<file path="config.mk">
export PLATFORM = sky130hd
export DESIGN_NAME = adder_cmd_master_flat
export DESIGN_NICKNAME = d
export VERILOG_FILES = /design/src/rtl/adder_cmd_master_if.sv /design/src/rtl/adder_cmd_master.sv /design/src/flat_wrapper.sv
export SDC_FILE = /design/constraint.sdc
export NUM_CORES = 1
export LEC_CHECK = 0
export BUFFER_PORTS_ARGS = -buffer_cell sky130_fd_sc_hd__buf_2
export CORE_MARGIN = 2
export CORE_UTILIZATION = 55
export CTS_BUF_LIST = sky130_fd_sc_hd__clkbuf_4
export DETAILED_ROUTE_END_ITERATION = 12
export GPL_TIMING_DRIVEN = 0
export MAX_ROUTING_LAYER = met4
export PLACE_DENSITY = 0.81
export SLEW_MARGIN = 15
export SYNTH_ARGS = -nofsm -noshare
export SYNTH_HDL_FRONTEND = slang
export SYNTH_SLANG_ARGS = --single-unit
export TNS_END_PERCENT = 50
</file>
<file path="constraint.sdc">
create_clock -name i_clk -period 4.7 [get_ports i_clk]
set_input_delay 0.705 -clock i_clk [delete_from_list [all_inputs] [get_ports i_clk]]
set_output_delay 0.705 -clock i_clk [all_outputs]
set_load 0.01 [all_outputs]
</file>
<file path="src/rtl/adder_cmd_master_if.sv">
// Signal bundle around adder_cmd_master: command input, adder register bus and result output.
// The master modport is the controller's view; slave is the view of whatever surrounds it.
interface adder_cmd_master_if #(
  parameter int N = 4
);
  logic         s_valid;
  logic         s_ready;
  logic [N-1:0] s_data1;
  logic [N-1:0] s_data2;
  logic         s_cin;
  logic [2:0]   o_addr;
  logic [N-1:0] o_data;
  logic         o_we;
  logic         o_start;
  logic [N-1:0] i_data;
  logic         i_ack;
  logic         i_ready;
  logic         m_valid;
  logic         m_ready;
  logic [N-1:0] m_result;
  logic         m_cout;
  logic         o_timeout;

  modport master (
    input  s_valid, s_data1, s_data2, s_cin, i_data, i_ack, i_ready, m_ready,
    output s_ready, o_addr, o_data, o_we, o_start, m_valid, m_result, m_cout, o_timeout
  );

  modport slave (
    output s_valid, s_data1, s_data2, s_cin, i_data, i_ack, i_ready, m_ready,
    input  s_ready, o_addr, o_data, o_we, o_start, m_valid, m_result, m_cout, o_timeout
  );
endinterface

</file>
<file path="src/rtl/adder_cmd_master.sv">
// Drives a register-mapped full adder: writes both operands and carry-in, starts it,
// waits for ready, reads sum and carry back and presents them on a valid/ready output.
module adder_cmd_master #(
  parameter int N       = 4,
  parameter int TIMEOUT = 15
) (
  input  logic               i_clk,
  input  logic               i_rstn,
  adder_cmd_master_if.master bus
);
  localparam int CW = (TIMEOUT > 1) ? $clog2(TIMEOUT) : 1;
  localparam logic [CW-1:0] WAIT_LAST = CW'(TIMEOUT - 1);

  typedef enum logic [3:0] {
    IDLE, WR_D1, ACK_D1, WR_D2, ACK_D2, WR_CIN, ACK_CIN,
    START, WAIT_RDY, RD_RES, RD_COUT, RD_LAST, OUT
  } state_t;

  state_t        state;
  logic [N-1:0]  data1;
  logic [N-1:0]  data2;
  logic          cin;
  logic [CW-1:0] wait_cnt;
  logic          awaited;

  // The four waiting states share one timeout path; only the awaited strobe differs.
  assign awaited = (state == WAIT_RDY) ? bus.i_ready : bus.i_ack;

  always_ff @(posedge i_clk or negedge i_rstn) begin
    if (!i_rstn) begin
      state         <= IDLE;
      data1         <= '0;
      data2         <= '0;
      cin           <= 1'b0;
      wait_cnt      <= '0;
      bus.s_ready   <= 1'b0;
      bus.o_addr    <= '0;
      bus.o_data    <= '0;
      bus.o_we      <= 1'b0;
      bus.o_start   <= 1'b0;
      bus.m_valid   <= 1'b0;
      bus.m_result  <= '0;
      bus.m_cout    <= 1'b0;
      bus.o_timeout <= 1'b0;
    end else begin
      bus.o_we      <= 1'b0;
      bus.o_data    <= '0;
      bus.o_start   <= 1'b0;
      bus.o_timeout <= 1'b0;
      case (state)
        IDLE: begin
          if (bus.s_valid && bus.s_ready) begin
            data1       <= bus.s_data1;
            data2       <= bus.s_data2;
            cin         <= bus.s_cin;
            bus.s_ready <= 1'b0;
            bus.o_we    <= 1'b1;
            bus.o_addr  <= 3'd1;
            bus.o_data  <= bus.s_data1;
            state       <= WR_D1;
          end else begin
            bus.s_ready <= 1'b1;
            bus.o_addr  <= '0;
          end
        end
        WR_D1, WR_D2, WR_CIN: begin
          wait_cnt <= '0;
          state    <= (state == WR_D1) ? ACK_D1 : (state == WR_D2) ? ACK_D2 : ACK_CIN;
        end
        ACK_D1, ACK_D2, ACK_CIN, WAIT_RDY: begin
          if (awaited) begin
            wait_cnt <= '0;
            case (state)
              ACK_D1: begin
                bus.o_we   <= 1'b1;
                bus.o_addr <= 3'd2;
                bus.o_data <= data2;
                state      <= WR_D2;
              end
              ACK_D2: begin
                bus.o_we   <= 1'b1;
                bus.o_addr <= 3'd3;
                bus.o_data <= {{(N-1){1'b0}}, cin};
                state      <= WR_CIN;
              end
              ACK_CIN: begin
                bus.o_start <= 1'b1;
                bus.o_addr  <= '0;
                state       <= START;
              end
              default: begin
                bus.o_addr <= 3'd4;
                state      <= RD_RES;
              end
            endcase
          end else if (wait_cnt == WAIT_LAST) begin
            wait_cnt      <= '0;
            bus.o_addr    <= '0;
            bus.o_timeout <= 1'b1;
            bus.s_ready   <= 1'b1;
            state         <= IDLE;
          end else begin
            wait_cnt <= wait_cnt + 1'b1;
          end
        end
        START: begin
          wait_cnt <= '0;
          state    <= WAIT_RDY;
        end
        // Read data lags the address by one cycle, so each capture happens one state later.
        RD_RES: begin
          bus.o_addr <= 3'd5;
          state      <= RD_COUT;
        end
        RD_COUT: begin
          bus.m_result <= bus.i_data;
          state        <= RD_LAST;
        end
        RD_LAST: begin
          bus.m_cout  <= bus.i_data[0];
          bus.m_valid <= 1'b1;
          bus.o_addr  <= '0;
          state       <= OUT;
        end
        OUT: begin
          if (bus.m_ready) begin
            bus.m_valid <= 1'b0;
            bus.s_ready <= 1'b1;
            state       <= IDLE;
          end
        end
        default: begin
          bus.s_ready <= 1'b0;
          bus.o_addr  <= '0;
          bus.m_valid <= 1'b0;
          state       <= IDLE;
        end
      endcase
    end
  end
endmodule

</file>
<file path="src/flat_wrapper.sv">
// flat-port wrapper written by rule: the top's interface ports become plain ports
module adder_cmd_master_flat 
#(
  parameter int N       = 4,
  parameter int TIMEOUT = 15
)
  (i_clk, i_rstn, bus_s_valid, bus_s_data1, bus_s_data2, bus_s_cin, bus_i_data, bus_i_ack, bus_i_ready, bus_m_ready, bus_s_ready, bus_o_addr, bus_o_data, bus_o_we, bus_o_start, bus_m_valid, bus_m_result, bus_m_cout, bus_o_timeout);
  adder_cmd_master_if #(.N(N)) bus_i ();
  input  logic i_clk;
  input  logic i_rstn;
  input wire logic [$bits(bus_i.s_valid)-1:0] bus_s_valid;
  input wire logic [$bits(bus_i.s_data1)-1:0] bus_s_data1;
  input wire logic [$bits(bus_i.s_data2)-1:0] bus_s_data2;
  input wire logic [$bits(bus_i.s_cin)-1:0] bus_s_cin;
  input wire logic [$bits(bus_i.i_data)-1:0] bus_i_data;
  input wire logic [$bits(bus_i.i_ack)-1:0] bus_i_ack;
  input wire logic [$bits(bus_i.i_ready)-1:0] bus_i_ready;
  input wire logic [$bits(bus_i.m_ready)-1:0] bus_m_ready;
  output wire logic [$bits(bus_i.s_ready)-1:0] bus_s_ready;
  output wire logic [$bits(bus_i.o_addr)-1:0] bus_o_addr;
  output wire logic [$bits(bus_i.o_data)-1:0] bus_o_data;
  output wire logic [$bits(bus_i.o_we)-1:0] bus_o_we;
  output wire logic [$bits(bus_i.o_start)-1:0] bus_o_start;
  output wire logic [$bits(bus_i.m_valid)-1:0] bus_m_valid;
  output wire logic [$bits(bus_i.m_result)-1:0] bus_m_result;
  output wire logic [$bits(bus_i.m_cout)-1:0] bus_m_cout;
  output wire logic [$bits(bus_i.o_timeout)-1:0] bus_o_timeout;
  assign bus_i.s_valid = bus_s_valid;
  assign bus_i.s_data1 = bus_s_data1;
  assign bus_i.s_data2 = bus_s_data2;
  assign bus_i.s_cin = bus_s_cin;
  assign bus_i.i_data = bus_i_data;
  assign bus_i.i_ack = bus_i_ack;
  assign bus_i.i_ready = bus_i_ready;
  assign bus_i.m_ready = bus_m_ready;
  assign bus_s_ready = bus_i.s_ready;
  assign bus_o_addr = bus_i.o_addr;
  assign bus_o_data = bus_i.o_data;
  assign bus_o_we = bus_i.o_we;
  assign bus_o_start = bus_i.o_start;
  assign bus_m_valid = bus_i.m_valid;
  assign bus_m_result = bus_i.m_result;
  assign bus_m_cout = bus_i.m_cout;
  assign bus_o_timeout = bus_i.o_timeout;
  adder_cmd_master #(.N(N), .TIMEOUT(TIMEOUT)) u_core (.i_clk(i_clk), .i_rstn(i_rstn), .bus(bus_i));
endmodule
</file>
==> impl_metrics.py <==
metrics = {
    "run_status": {
        "status": "completed",
    },
    "grt": {
        "grt_overflow": 0,
        "grt_max_degree": 31,
        "grt_use_total": 0.221,
        "grt_pass1_vias": 1197,
        "grt_first_pass_wirelength_um": 5260,
        "antenna_found_initial": 0,
    },
    "placement": {
        "place_ws_ps": 2290,
        "place_inst": 224,
        "port_buffers": 35,
        "place.gp.congestion": 0.888,
        "dp_hpwl_um": 2290,
    },
    "timing": {
        "slew_viol_final": 0,
        "fin_ws_ps": 2620,
        "skew_ps": 5.01,
        "max_freq_mhz": 480,
        "rsz0062_at_grt": "false",
        "hold_viol": 0,
        "min_period_over_period": 0.443,
        "max_slew_margin": 0.573,
        "worst_slew_pin_slew_ps": 640,
        "finalSetupViolations": 0,
        "setup-tns-final_ps": 0,
        "fin_crit_ps": 2080,
    },
    "floorplan": {
        "die_area_sq_um": 3210,
        "num_io_pins": 36,
        "die_h_um": 56.7,
        "die_x_um": 56.7,
        "core_region_area_sq_um": 2690,
        "rows": 19,
        "initial_core_util": 0.568,
    },
    "finish": {
        "syn_to_final_growth_pct": 20.7,
        "fillers": 222,
        "final_util": 0.685,
        "drive_above_1_share": 0.269,
        "nets": 221,
        "antenna_cells": 0,
        "stdcell_count": 232,
    },
    "setup_path": {
        "worstReg2RegStart": "u_core.state[1]$_DFFE_PN0P_",
        "crit_type": "in2reg",
        "start_kind": "primary input",
        "reg2reg_slack_ps": 2650,
        "crit_required_ps": 4940,
        "cp-startpoint": "bus_i_ready",
        "end_kind": "register",
        "worstPathArrival_ps": 2320,
        "worstPathMaxFanout": 7,
    },
    "cts": {
        "clkTransAtPathRegs_ps": 90,
        "htree_levels": 2,
        "root_buffer": "clkbuf_4",
        "cts_resized": 0,
        "cts_tree": "done",
        "cts_setup_buffers": 0,
        "cts_buffers": 5,
        "holdBufCountCts": 0,
        "clkSinkCount": 30,
        "insertion_delay_ps": 330,
        "ctsLongestPathBuffers": 2,
    },
    "drt": {
        "num_vias": 1331,
        "drt_wl_total_um": 3070,
        "wire_per_inst_um": 13.2,
        "vias_per_cell": 5.74,
        "drt-initial-drc-count": 47,
        "first_pass_iters": 4,
        "drcViolationCount": 0,
        "ant_nets": 0,
    },
    "synth": {
        "synth_common_cells": "dfrtp_1, nand2_1, nor2_1",
        "yosysTopAreaCellShare": 0.492,
        "ys_seq_area_frac": 0.492,
        "synthCells": 158,
        "async_flop_share": 1.00,
        "synth_area_leaders": "dfrtp_1, nand2_1, mux2_2",
        "synth.largest_area_cell": "dfrtp_1",
        "synth_edf_count": 0,
        "synth_flop_cell": "dfrtp_1",
        "ys_types": 42,
        "yosysWarningCount": 0,
        "syn-cell-area_sq_um": 1530,
        "avgSynthCellArea_sq_um": 9.65,
        "synth_seq_cells": 30,
        "syn_nets": 179,
        "post-synth-top-count-cell": "dfrtp_1",
    },
    "power": {
        "p_leak_nw": 0.874,
        "ir_drop_uv": 434,
        "pwr_density_cell_nw_per_um2": 653,
    },
    "flow_run": {
        "cap_violations": 0,
    },
    "hold_path": {
        "min-delay-path-class": "in2async",
    },
}
stage by stage:
stage	hold WS (ps)	total power, W	cell area (sq um)
detailed placement	469	0.000954	1740
CTS	405	0.00121	1840
finish	384	0.00120	1840
global route	437	0.00129	1840
floorplan	409	0.000803	1530
global placement	459	0.000935	1740
per-layer routing:
layer | vias to the layer above | GRT usage | wire length (um)
met4 | 0 | 0.0612 | 43
met3 | 6 | 0.0737 | 204
met2 | 38 | 0.329 | 1440
met5 | - | - | 0
met1 | 632 | 0.291 | 1380
li1 | 655 | - | -
worst max-delay path: stages:
cell and delay (ps):
buf_2 130, or4b_4 560, a2111oi_4 500, nand2_2 180, a221oi_2 240
final timing paths:
path                                                      end  cells after the start
min in group i_clk                     u_core.cin$_DFFE_PN0P_                      2
hold / removal                 u_core.wait_cnt[1]$_DFFE_PN0P_                      1
max in group asynchronous  u_core.bus.m_result[0]$_DFFE_PN0P_                      1
hold reg to reg                        u_core.cin$_DFFE_PN0P_                      2
setup / recovery                  u_core.state[1]$_DFFE_PN0P_                      5
setup reg to reg               u_core.bus.s_ready$_DFFE_PN0P_                      5
layout make-up:
type	instances	area [sq um]	area share
sequential	30	751	0.408
timing repair buffer	35	175	0.0952
multi-input combinational	111	711	0.386
buffer	9	33.8	0.0184
inverter	8	30.0	0.0163
tap	31	38.8	0.0211
clock buffer	5	37.5	0.0204
clock inverter	3	63.8	0.0347
power breakdown:
part           switching (W)  total, W  internal (W)
registers          0.0000627  0.000416      0.000354
logic               0.000312  0.000533      0.000222
clock network      0.0000876  0.000251      0.000164
logic make-up after synthesis:
family,synth area share
AO/OA/AOI/OAI,0.215
XOR/XNOR,0.00574
flip-flops,0.492
buffers and inverters,0.0418
adder cells (fa/ha/maj),0.0164
multiplexers,0.0509
AND/OR/NAND/NOR,0.178
placed cells by master, fill, tap and decap left out, drive strengths merged, types with 6 or more instances in the layout:
cell,netlist,final
o21ai,9,9
inv,8,8
dfrtp,30,30
clkbuf,7,12
a21oi,7,7
mux2,6,6
buf,2,37
nand2,24,24
nand3,7,7
nor2,10,10
flip-flops by register name (all words and copies together), names as in the netlist, 3 cells and up:
| name | flops |
|---|---|
| u_core.data2 | 4 |
| u_core.state | 4 |
| u_core.bus.o_addr | 3 |
| u_core.bus.m_result | 4 |
| u_core.wait_cnt | 4 |
| u_core.bus.o_data | 4 |
(Power assumes the default switching activity.)
